**src/rtl/tpu_sram_pkg.sv**
```systemverilog
// Shared constants and types for the activation/result SRAM feeders.
//   ADDR_W      : SRAM word-address width
//   DEPTH       : number of physical SRAM words (highest legal address DEPTH-1)
//   CNT_W       : width of a job's byte count
//   MASK_B0..B3 : one-hot byte-lane write masks
//   MASK_CLR    : all-zero mask, makes the SRAM clear the whole word
//   state_t     : byte packer FSM states
package tpu_sram_pkg;

  localparam int unsigned ADDR_W = 10;
  localparam int unsigned DEPTH  = 256;
  localparam int unsigned CNT_W  = 12;

  localparam logic [3:0] MASK_B0  = 4'b0001;
  localparam logic [3:0] MASK_B1  = 4'b0010;
  localparam logic [3:0] MASK_B2  = 4'b0100;
  localparam logic [3:0] MASK_B3  = 4'b1000;
  localparam logic [3:0] MASK_CLR = 4'b0000;

  typedef enum logic [1:0] {
    ST_IDLE  = 2'd0,
    ST_CLEAR = 2'd1,
    ST_WRITE = 2'd2,
    ST_DONE  = 2'd3
  } state_t;

endpackage

```
**src/rtl/sram_byte_packer.sv**
```systemverilog
// Write-side feeder for the 256x32b byte-maskable SRAM. Packs a signed 8-bit
// valid/ready byte stream into 32-bit words (byte 0 in bits [7:0]), issuing one
// single-lane write per accepted byte. Optionally zeroes the destination word
// range first using the SRAM's clear-on-all-zero-mask behaviour.
//   clk, rst_n         : clock, asynchronous active-low reset
//   start              : job request, sampled only in IDLE
//   base_addr          : first destination word
//   byte_count         : bytes in the job (0 = empty job, done only)
//   clear_en           : zero destination words before writing
//   in_valid/in_data   : input byte stream
//   in_ready           : a byte is accepted this cycle
//   sram_csb/sram_wsb  : SRAM chip select / write enable, active low
//   sram_bytemask      : one-hot lane select, 4'b0000 clears the word
//   sram_waddr/wdata   : SRAM write address / write byte
//   busy               : job in CLEAR or WRITE
//   done               : one-cycle completion pulse
//   err                : one-cycle pulse for a rejected (out-of-range) start
module sram_byte_packer
  import tpu_sram_pkg::*;
(
  input  logic              clk,
  input  logic              rst_n,
  input  logic              start,
  input  logic [ADDR_W-1:0] base_addr,
  input  logic [CNT_W-1:0]  byte_count,
  input  logic              clear_en,
  input  logic              in_valid,
  input  logic [7:0]        in_data,
  output logic              in_ready,
  output logic              sram_csb,
  output logic              sram_wsb,
  output logic [3:0]        sram_bytemask,
  output logic [ADDR_W-1:0] sram_waddr,
  output logic [7:0]        sram_wdata,
  output logic              busy,
  output logic              done,
  output logic              err
);

  // Word count needs one bit less than the byte count; the range check needs
  // one bit more so base + words - 1 cannot wrap.
  localparam int unsigned WRD_W = CNT_W - 1;
  localparam int unsigned CHK_W = CNT_W + 1;

  state_t r_state, w_state_nxt;

  logic [ADDR_W-1:0] r_base,     w_base_nxt;
  logic [CNT_W-1:0]  r_count,    w_count_nxt;
  logic [WRD_W-1:0]  r_words,    w_words_nxt;
  logic [WRD_W-1:0]  r_clr_idx,  w_clr_idx_nxt;
  logic [CNT_W-1:0]  r_byte_idx, w_byte_idx_nxt;

  logic              r_csb,   w_csb_nxt;
  logic              r_wsb,   w_wsb_nxt;
  logic [3:0]        r_mask,  w_mask_nxt;
  logic [ADDR_W-1:0] r_waddr, w_waddr_nxt;
  logic [7:0]        r_wdata, w_wdata_nxt;
  logic              r_ready, w_ready_nxt;
  logic              r_busy,  w_busy_nxt;
  logic              r_done,  w_done_nxt;
  logic              r_err,   w_err_nxt;

  logic [WRD_W-1:0]  w_words;
  logic [CHK_W-1:0]  w_last_addr;
  logic              w_range_bad;
  logic [3:0]        w_lane_mask;
  logic              w_hs;

  always_comb begin
    w_words     = WRD_W'((CHK_W'(byte_count) + CHK_W'(3)) >> 2);
    w_last_addr = CHK_W'(base_addr) + CHK_W'(w_words) - CHK_W'(1);
    w_range_bad = (w_last_addr > CHK_W'(DEPTH - 1));
    w_hs        = r_ready & in_valid;
    case (r_byte_idx[1:0])
      2'd0:    w_lane_mask = MASK_B0;
      2'd1:    w_lane_mask = MASK_B1;
      2'd2:    w_lane_mask = MASK_B2;
      default: w_lane_mask = MASK_B3;
    endcase
  end

  // All outputs are registered, so this block computes the values they take
  // in the cycle after the edge, i.e. the next-state view of every output.
  always_comb begin
    w_state_nxt    = r_state;
    w_base_nxt     = r_base;
    w_count_nxt    = r_count;
    w_words_nxt    = r_words;
    w_clr_idx_nxt  = r_clr_idx;
    w_byte_idx_nxt = r_byte_idx;
    w_csb_nxt      = 1'b1;
    w_wsb_nxt      = 1'b1;
    w_mask_nxt     = r_mask;
    w_waddr_nxt    = r_waddr;
    w_wdata_nxt    = r_wdata;
    w_ready_nxt    = 1'b0;
    w_busy_nxt     = 1'b0;
    w_done_nxt     = 1'b0;
    w_err_nxt      = 1'b0;

    case (r_state)
      ST_IDLE: begin
        if (start) begin
          w_base_nxt     = base_addr;
          w_count_nxt    = byte_count;
          w_words_nxt    = w_words;
          w_byte_idx_nxt = '0;
          if (byte_count == '0) begin
            w_state_nxt = ST_DONE;
          end else if (w_range_bad) begin
            w_err_nxt = 1'b1;
          end else if (clear_en) begin
            // First clear goes out in the same edge as the state change.
            w_state_nxt   = ST_CLEAR;
            w_busy_nxt    = 1'b1;
            w_csb_nxt     = 1'b0;
            w_wsb_nxt     = 1'b0;
            w_mask_nxt    = MASK_CLR;
            w_waddr_nxt   = base_addr;
            w_wdata_nxt   = '0;
            w_clr_idx_nxt = WRD_W'(1);
          end else begin
            w_state_nxt = ST_WRITE;
            w_busy_nxt  = 1'b1;
            w_ready_nxt = 1'b1;
          end
        end
      end

      ST_CLEAR: begin
        w_busy_nxt = 1'b1;
        if (r_clr_idx == r_words) begin
          w_state_nxt = ST_WRITE;
          w_ready_nxt = 1'b1;
        end else begin
          w_csb_nxt     = 1'b0;
          w_wsb_nxt     = 1'b0;
          w_mask_nxt    = MASK_CLR;
          w_waddr_nxt   = r_base + ADDR_W'(r_clr_idx);
          w_wdata_nxt   = '0;
          w_clr_idx_nxt = r_clr_idx + WRD_W'(1);
        end
      end

      ST_WRITE: begin
        w_busy_nxt  = 1'b1;
        w_ready_nxt = 1'b1;
        if (w_hs) begin
          w_csb_nxt      = 1'b0;
          w_wsb_nxt      = 1'b0;
          w_mask_nxt     = w_lane_mask;
          w_waddr_nxt    = r_base + ADDR_W'(r_byte_idx >> 2);
          w_wdata_nxt    = in_data;
          w_byte_idx_nxt = r_byte_idx + CNT_W'(1);
          if (r_byte_idx == r_count - CNT_W'(1)) begin
            w_state_nxt = ST_DONE;
            w_busy_nxt  = 1'b0;
            w_ready_nxt = 1'b0;
          end
        end
      end

      ST_DONE: begin
        w_done_nxt  = 1'b1;
        w_state_nxt = ST_IDLE;
      end

      default: w_state_nxt = ST_IDLE;
    endcase
  end

  always_ff @(posedge clk or negedge rst_n) begin
    if (!rst_n) r_state <= ST_IDLE;
    else        r_state <= w_state_nxt;
  end

  always_ff @(posedge clk or negedge rst_n) begin
    if (!rst_n) begin
      r_base     <= '0;
      r_count    <= '0;
      r_words    <= '0;
      r_clr_idx  <= '0;
      r_byte_idx <= '0;
      r_csb      <= 1'b1;
      r_wsb      <= 1'b1;
      r_mask     <= '0;
      r_waddr    <= '0;
      r_wdata    <= '0;
      r_ready    <= 1'b0;
      r_busy     <= 1'b0;
      r_done     <= 1'b0;
      r_err      <= 1'b0;
    end else begin
      r_base     <= w_base_nxt;
      r_count    <= w_count_nxt;
      r_words    <= w_words_nxt;
      r_clr_idx  <= w_clr_idx_nxt;
      r_byte_idx <= w_byte_idx_nxt;
      r_csb      <= w_csb_nxt;
      r_wsb      <= w_wsb_nxt;
      r_mask     <= w_mask_nxt;
      r_waddr    <= w_waddr_nxt;
      r_wdata    <= w_wdata_nxt;
      r_ready    <= w_ready_nxt;
      r_busy     <= w_busy_nxt;
      r_done     <= w_done_nxt;
      r_err      <= w_err_nxt;
    end
  end

  assign in_ready      = r_ready;
  assign sram_csb      = r_csb;
  assign sram_wsb      = r_wsb;
  assign sram_bytemask = r_mask;
  assign sram_waddr    = r_waddr;
  assign sram_wdata    = r_wdata;
  assign busy          = r_busy;
  assign done          = r_done;
  assign err           = r_err;

endmodule
```
**config.mk**
```make
export PLATFORM = sky130hd
export DESIGN_NAME = sram_byte_packer
export DESIGN_NICKNAME = d
export VERILOG_FILES = /design/src/rtl/tpu_sram_pkg.sv /design/src/rtl/sram_byte_packer.sv
export SDC_FILE = /design/constraint.sdc
export NUM_CORES = 1
export LEC_CHECK = 0
export CAP_MARGIN = 30
export CORE_MARGIN = 5
export CORE_UTILIZATION = 52
export CTS_CLUSTER_SIZE = 30
export DETAILED_ROUTE_END_ITERATION = 12
export PLACE_DENSITY = 0.78
export SLEW_MARGIN = 20
export SYNTH_ARGS = -nofsm -noshare
export SYNTH_HDL_FRONTEND = slang
export SYNTH_SLANG_ARGS = --single-unit
```
**constraint.sdc**
```tcl
create_clock -name clk -period 3.5 [get_ports clk]
set_input_delay 0.35 -clock clk [delete_from_list [all_inputs] [get_ports clk]]
set_output_delay 0.35 -clock clk [all_outputs]
set_load 0.01 [all_outputs]
```
==> impl_metrics.py, run 1 <==
metrics = {
    "outcome": {
        "status": "complete, no violations",
    },
    "setup_path": {
        "critPathArrivalTime_ns": 3.71,
        "slowest_stage": "clkdlybuf4s50_1",
        "cp_max_fo": 7,
        "startpoint_type": "input pin",
        "critical_path_class": "input pin to flop",
        "path_buf_inv": 5,
        "cp_top_family": "buffers and inverters",
        "crit_cells": 17,
        "reg2reg_depth": 13,
        "crit_start": "byte_count[10]",
        "crit_chain": "clkdlybuf4s50_1, nand4_1, xor2_1, ha_1, inv_1, ha_1, nor2_1, o21ai_1, o221ai_1, mux2_2, o211ai_1, buf_4, nor3_2, o21ai_2, buf_4, buf_12, mux2_4",
        "slowest_delay_ns": 0.57,
        "rr_startpoint": "r_state[0]$_DFFE_PN0P_",
        "crit_required_ns": 3.76,
        "critPathCaptureType": "flop",
    },
    "synth": {
        "ys_seq_elements": 85,
        "synth_warnings": 0,
        "synthFlopType": "dfrtp_1",
        "synth_area_um2": 5620,
        "yosysSeqAreaShare_pct": 37.9,
        "synthCells": 607,
        "yosysUniqueCellTypes": 61,
        "synth.avg_cell_area_um2": 9.26,
        "syn-num-nets": 685,
        "synth_edf_count": 0,
        "ys_async_sr_fraction_pct": 100,
    },
    "drt": {
        "dr.pass1.iters": 5,
        "drtIter0Drc": 342,
        "route.detailed.drc": 0,
        "dr_total_vias": 4921,
        "wire_per_inst_um": 18.1,
        "totalWireLength_um": 15500,
        "vias_per_cell": 5.73,
        "antenna_violating_nets_post_route": 0,
    },
    "grt": {
        "grtUsageTotal_pct": 24.1,
        "grt_pass1_wl_um": 24500,
        "grt_pass1_vias": 5022,
        "antenna_found_initial": 0,
        "grt_start_max_net_pins": 66,
        "grt_overflow": 0,
    },
    "cts": {
        "clock_path_buffers": 2,
        "cts_tree": "built",
        "holdBufCountCts": 0,
        "clkLatencyLatePin_ns": 0.38,
        "cts.sinks": 85,
        "cts_htree_levels": 3,
        "cts-root-buf": "clkbuf_8",
        "clk_pin_slew_ns": 0.08,
        "cts_buffers": 9,
    },
    "die": {
        "coreArea_um2": 10700,
        "die-area_um2": 13000,
        "die_y_um": 114,
        "pin_count": 63,
        "die_w_um": 114,
        "row_count": 38,
        "start_util_pct": 52.5,
    },
    "layout": {
        "layout-drive-gt1-share_pct": 23.9,
        "seqCellArea_um2": 2130,
        "final_core_util_pct": 68.8,
        "nets": 792,
        "multi_input_area_um2": 3520,
        "fillCellCount": 810,
        "area_delta_synth_final_pct": 30.9,
        "final_cell_area_um2": 7360,
        "n_antenna_cell": 0,
    },
    "timing": {
        "slew_violations": 0,
        "clock.fmax_mhz": 290,
        "rsz0062_at_grt": "true",
        "finalCritPeriodShare_pct": 98.5,
        "max-slew-margin-rel_pct": 40.7,
        "setup_viol": 0,
        "min_period_ns": 3.45,
        "worst_pin_slew_ns": 0.881,
        "finalSetupTns_ns": 0,
        "skew_ns": 0.0104,
        "finalHoldViolCount": 0,
    },
    "placement": {
        "dpl_cell_area_um2": 6720,
        "io_buffer_count": 62,
        "hpwlAfterDp_um": 11100,
        "gp_congestion": 0.929,
    },
    "power": {
        "p_leak_nw": 3.30,
        "vdd_drop_max_uv": 242,
        "power_density_nw_per_um2": 281,
    },
    "job": {
        "maxCapViolCount": 0,
    },
    "hold_path": {
        "hp-class": "input pin to asynchronous set/reset pin",
    },
}
==> routing by layer <==
metal	vias up	GRT usage (%)	routed length, um	share of wire [%]
li1	2306	-	-	-
met2	204	40.7	7760	50
met4	0	11.8	614	3.9
met1	2367	29.3	6230	40
met3	44	4.77	943	6.1
met5	-	0	0	0
==> power by group <==
part	internal, mW	total (mW)	switching [mW]
registers	0.981	0.981	0
clock network	0.349	0.726	0.377
logic	0.181	0.362	0.181
==> what timing repair did <==
| action | CTS | global route |
|---|---|---|
| pin swaps | 21 | 22 |
| gates resized for setup | 56 | 45 |
| endpoints found under the setup margin | 38 | 37 |
| gates cloned | 0 | 2 |
| setup buffers | 7 | 7 |
==> Yosys cell counts, types with 4 or more instances <==
cell      number  area share, %
a211oi_1       4           0.53
a31oi_1        4           0.45
xnor2_1       32            5.0
mux2_2        30            6.0
nand4_1       12            1.3
o21ai_0       51            4.5
dfrtp_1       84             37
inv_1         59            3.9
nor3_1        15            1.3
nor2_1        38            2.5
xor2_1        24            3.7
nor2b_1        4           0.45
clkbuf_1      18            1.2
ha_1          41            9.1
a21oi_1       13            1.2
nor4_1         5           0.56
mux2i_1       24            4.3
and3_1         5           0.56
or3_1          4           0.45
nand2_1       65            4.3
nand3_1       12            1.1
a22o_1         5           0.78
==> path summary, 6_finish.rpt <==
check	to	slack [ns]
setup / recovery	sram_waddr[9]$_DFFE_PN0P_	0.05
hold / removal	sram_wdata[0]$_DFFE_PN0P_	0.07
setup reg to reg	sram_waddr[8]$_DFFE_PN0P_	0.12
hold reg to reg	r_words[4]$_DFFE_PN0P_	0.50
max in group asynchronous	r_clr_idx[7]$_DFFE_PN0P_	2.57
min in group clk	r_count[1]$_DFFE_PN0P_	0.33
==> state kept, by name, summed over array words and instances (netlist names) <==
register and flops:
in_ready 1, r_byte_idx 12, sram_wdata 8, r_clr_idx 11, busy 1, sram_wsb 1, r_base 10, done 1
sram_bytemask 4, err 1, r_count 12, r_words 11, r_state 2, sram_waddr 10
==> through the flow <==
step | setup WS [ns] | power (mW) | hold WS [ns] | instances
finish | 0.0539 | 2.07 | 0.0689 | 859
global route | -0.0498 | 2.15 | 0.136 | 859
CTS | -0.000493 | 2.04 | 0.104 | 850
detailed placement | -0.886 | 1.27 | 0.483 | 827
global placement | -0.681 | 1.26 | 0.471 | 827
floorplan | 0.00700 | 1.13 | 0.0544 | 607
==> layout by cell type (no fill, tap or decap), types with 4 or more instances in the layout <==
master | synthesis | layout
inv_1 | 59 | 52
dfrtp_1 | 84 | 84
clkinvlp_4 | 0 | 4
mux2i_1 | 24 | 23
a21oi_1 | 13 | 12
and3_1 | 5 | 4
a31oi_1 | 4 | 4
ha_1 | 41 | 32
or3_1 | 4 | 4
inv_2 | 0 | 7
a22o_1 | 5 | 5
mux2_4 | 1 | 6
nor3_1 | 15 | 14
nand4_1 | 12 | 12
ha_4 | 0 | 7
buf_6 | 0 | 5
clkdlybuf4s50_1 | 0 | 51
clkbuf_8 | 0 | 10
mux2_2 | 30 | 25
xor2_1 | 24 | 20
xnor2_1 | 32 | 30
nor2_1 | 38 | 37
nand3_1 | 12 | 11
buf_4 | 1 | 55
nand2_1 | 65 | 63
o21ai_0 | 51 | 47
==> cells by family (layout without fill, tap and decap cells) <==
kind of cell / after synthesis / in the layout / share of synthesized area (%)
AO/OA/AOI/OAI: 107 / 107 / 12.0
XOR/XNOR: 56 / 56 / 8.73
adder cells (fa/ha/maj): 43 / 43 / 9.84
buffers and inverters: 82 / 194 / 5.61
flip-flops: 85 / 85 / 37.9
multiplexers: 55 / 55 / 10.6
AND/OR/NAND/NOR: 179 / 179 / 15.4
==> area by class of cell <==
cell class                      instances  area share (%)
Inverter                               59            3.01
Clock inverter                          5           0.816
Tap cell                              140            2.38
Sequential cell                        85            28.9
Timing Repair Buffer                  119            15.1
Clock buffer                           11            1.92
Multi-Input combinational cell        440            47.8
Note: power is estimated with default switching activity, not from simulation.
==> run 2, diff against run 1 <==
--- a/config.mk
+++ b/config.mk
@@ -8,7 +8,6 @@
 export CAP_MARGIN = 30
 export CORE_MARGIN = 5
 export CORE_UTILIZATION = 52
-export CTS_CLUSTER_SIZE = 30
 export DETAILED_ROUTE_END_ITERATION = 12
 export PLACE_DENSITY = 0.78
 export SLEW_MARGIN = 20
==> results of run 2 <==
Same layout as run 1: the final DEF is identical, and so are final timing and power.
==> run 3, diff against run 2 <==
--- a/config.mk
+++ b/config.mk
@@ -6,10 +6,12 @@
 export NUM_CORES = 1
 export LEC_CHECK = 0
 export CAP_MARGIN = 30
+export CELL_PAD_IN_SITES_DETAIL_PLACEMENT = 0
+export CELL_PAD_IN_SITES_GLOBAL_PLACEMENT = 1
 export CORE_MARGIN = 5
-export CORE_UTILIZATION = 52
+export CORE_UTILIZATION = 40
 export DETAILED_ROUTE_END_ITERATION = 12
-export PLACE_DENSITY = 0.78
+export PLACE_DENSITY_LB_ADDON = 0.1
 export SLEW_MARGIN = 20
 export SYNTH_ARGS = -nofsm -noshare
 export SYNTH_HDL_FRONTEND = slang
==> run 3 against run 2 <==
Against the previous run:
- the flow now finishes with violations (negative setup slack)
- fmax is 2.3% lower
- critical path depth up 3
- register-to-register slack worse by 0.03 ns
- via count is 4.6% lower
- non-clock buffer count increased by 9
- utilization is 13 points lower
- sequential power barely moved
- largest power group is now clock
==> impl_metrics.py, run 3 (synthesis results as in run 1) <==
metrics = {
    "outcome": {
        "status": "finished, violations left",
        "violations": "negative setup slack",
    },
    "placement": {
        "hpwlAfterDp_um": 11800,
        "io_buffer_count": 62,
        "preCtsSetupSlack_ns": -0.982,
        "dp_cells": 877,
        "gp_congestion": 0.856,
    },
    "layout": {
        "n_antenna_cell": 0,
        "final_core_util_pct": 55.5,
        "reg_top3": "r_byte_idx (12), r_count (12)",
        "layout_commonest_cell": "dfrtp_1",
        "layout-drive-gt1-share_pct": 24.5,
        "fillCellCount": 1247,
        "nets": 801,
        "final_cell_mix": "84 x dfrtp_1, 63 x nand2_1, 53 x buf_4",
        "area_delta_synth_final_pct": 36.7,
        "final_cells": 908,
    },
    "drt": {
        "route.detailed.drc": 0,
        "antenna_violating_nets_post_route": 0,
        "vias_per_cell": 5.17,
        "wire_per_inst_um": 17.6,
        "totalWireLength_um": 16000,
        "dr.pass1.iters": 4,
        "dr_total_vias": 4693,
        "drtIter0Drc": 279,
    },
    "timing": {
        "worst_pin_slew_ns": 0.723,
        "slew_violations": 0,
        "finalCritPeriodShare_pct": 101,
        "max-slew-margin-rel_pct": 51.8,
        "clock.fmax_mhz": 283,
        "skew_ns": 0.00900,
        "min_period_ns": 3.53,
        "setup_viol": 9,
        "rsz0062_at_grt": "true",
        "finalHoldViolCount": 0,
        "setup_ws_ns": -0.0281,
    },
    "grt": {
        "grtUsageTotal_pct": 19.8,
        "grt_start_max_net_pins": 56,
        "grt_pass1_wl_um": 25600,
        "grt_pass1_vias": 4808,
        "grt_overflow": 0,
        "antenna_found_initial": 0,
    },
    "power": {
        "power_density_nw_per_um2": 325,
        "p_leak_nw": 3.46,
        "p_total_mw": 2.50,
        "vdd_drop_max_uv": 207,
    },
    "setup_path": {
        "cp_max_fo": 4,
        "critPathCaptureType": "flop",
        "critical_path_class": "input pin to flop",
        "crit_required_ns": 3.74,
        "startpoint_type": "input pin",
        "critPathArrivalTime_ns": 3.77,
    },
    "cts": {
        "cts_htree_levels": 3,
        "cts.sinks": 85,
        "clk_pin_slew_ns": 0.07,
        "clock_path_buffers": 2,
        "cts_buffers": 9,
        "clkLatencyLatePin_ns": 0.36,
        "cts-root-buf": "clkbuf_16",
        "cts_tree": "built",
    },
    "die": {
        "start_util_pct": 40.6,
        "pin_count": 63,
        "die_w_um": 129,
        "coreArea_um2": 13800,
        "die-area_um2": 16500,
        "row_count": 43,
        "die_y_um": 129,
    },
    "job": {
        "maxCapViolCount": 0,
    },
    "hold_path": {
        "hp-class": "input pin to flop",
    },
}
==> run 3: cell type report <==
cell class,instances,area (um2),area share [%]
Multi-Input combinational cell,440,3540,46.1
Sequential cell,85,2130,27.7
Timing Repair Buffer,128,1210,15.8
Clock buffer,10,239,3.11
Tap cell,180,225,2.93
Inverter,59,221,2.88
Clock inverter,6,109,1.42
==> run 3: final timing paths <==
path | from | endpoint | slack, ns | cells past startpoint
setup / recovery | byte_count[5] | sram_waddr[9]$_DFFE_PN0P_ | -0.03 | 20
hold / removal | byte_count[1] | r_count[1]$_DFFE_PN0P_ | 0.24 | 2
max in group asynchronous | rst_n | sram_wsb$_DFF_PN1_ | 2.35 | 3
min in group asynchronous | rst_n | sram_bytemask[1]$_DFFE_PN0P_ | 0.49 | 2
hold reg to reg | r_base[6]$_DFFE_PN0P_ | r_base[6]$_DFFE_PN0P_ | 0.49 | 2
setup reg to reg | r_state[0]$_DFFE_PN0P_ | sram_waddr[8]$_DFFE_PN0P_ | 0.09 | 13
==> run 3: worst max-delay path, stage by stage <==
cell	delay, ns
buf_8	0.08
and4_4	0.24
and2_4	0.21
nand2_4	0.06
xor2_2	0.17
ha_1	0.30
inv_2	0.04
ha_4	0.15
buf_6	0.13
a211oi_4	0.23
o21ai_1	0.09
o221ai_1	0.16
mux2_2	0.36
o211ai_1	0.18
buf_4	0.18
nor3_2	0.04
o21ai_2	0.18
buf_6	0.15
clkbuf_16	0.15
mux2_4	0.29
==> run 3: metrics by stage <==
| step | hold WS, ns | cell area (um2) | TNS (ns) |
|---|---|---|---|
| 6_report | 0.237 | 7680 | -0.208 |
| 5_1_grt | 0.242 | 7680 | -1.72 |
| 4_1_cts | 0.279 | 7350 | 0 |
| 3_5_place_dp | 0.343 | 6850 | -32.92 |
| 3_3_place_gp | 0.470 | 6820 | -31.00 |
| 2_1_floorplan | 0.0544 | 5680 | 0 |
==> run 3: per-layer routing <==
| metal | vias to the layer above | GRT usage (%) | routed length (um) |
|---|---|---|---|
| li1 | 2331 | - | - |
| met1 | 2248 | 26.7 | 7550 |
| met2 | 95 | 32.1 | 7550 |
| met3 | 19 | 3.49 | 582 |
| met4 | 0 | 7.16 | 335 |
| met5 | - | 0 | 0 |
==> run 3: repair_timing <==
action | in CTS | in global routing
hold endpoints to repair | 31 | 0
pin swaps | 12 | 32
gates cloned | 1 | 2
gates resized for setup | 56 | 66
hold buffers | 1 | 0
buffers inserted | 4 | 8
endpoints found under the setup margin | 39 | 36
==> run 3: report_power, final <==
| part | switching (mW) | internal (mW) | leakage [nW] |
|---|---|---|---|
| sequential | 0 | 0.982 | 1.11 |
| combinational | 0.180 | 0.188 | 2.18 |
| clock | 0.430 | 0.718 | 0.173 |
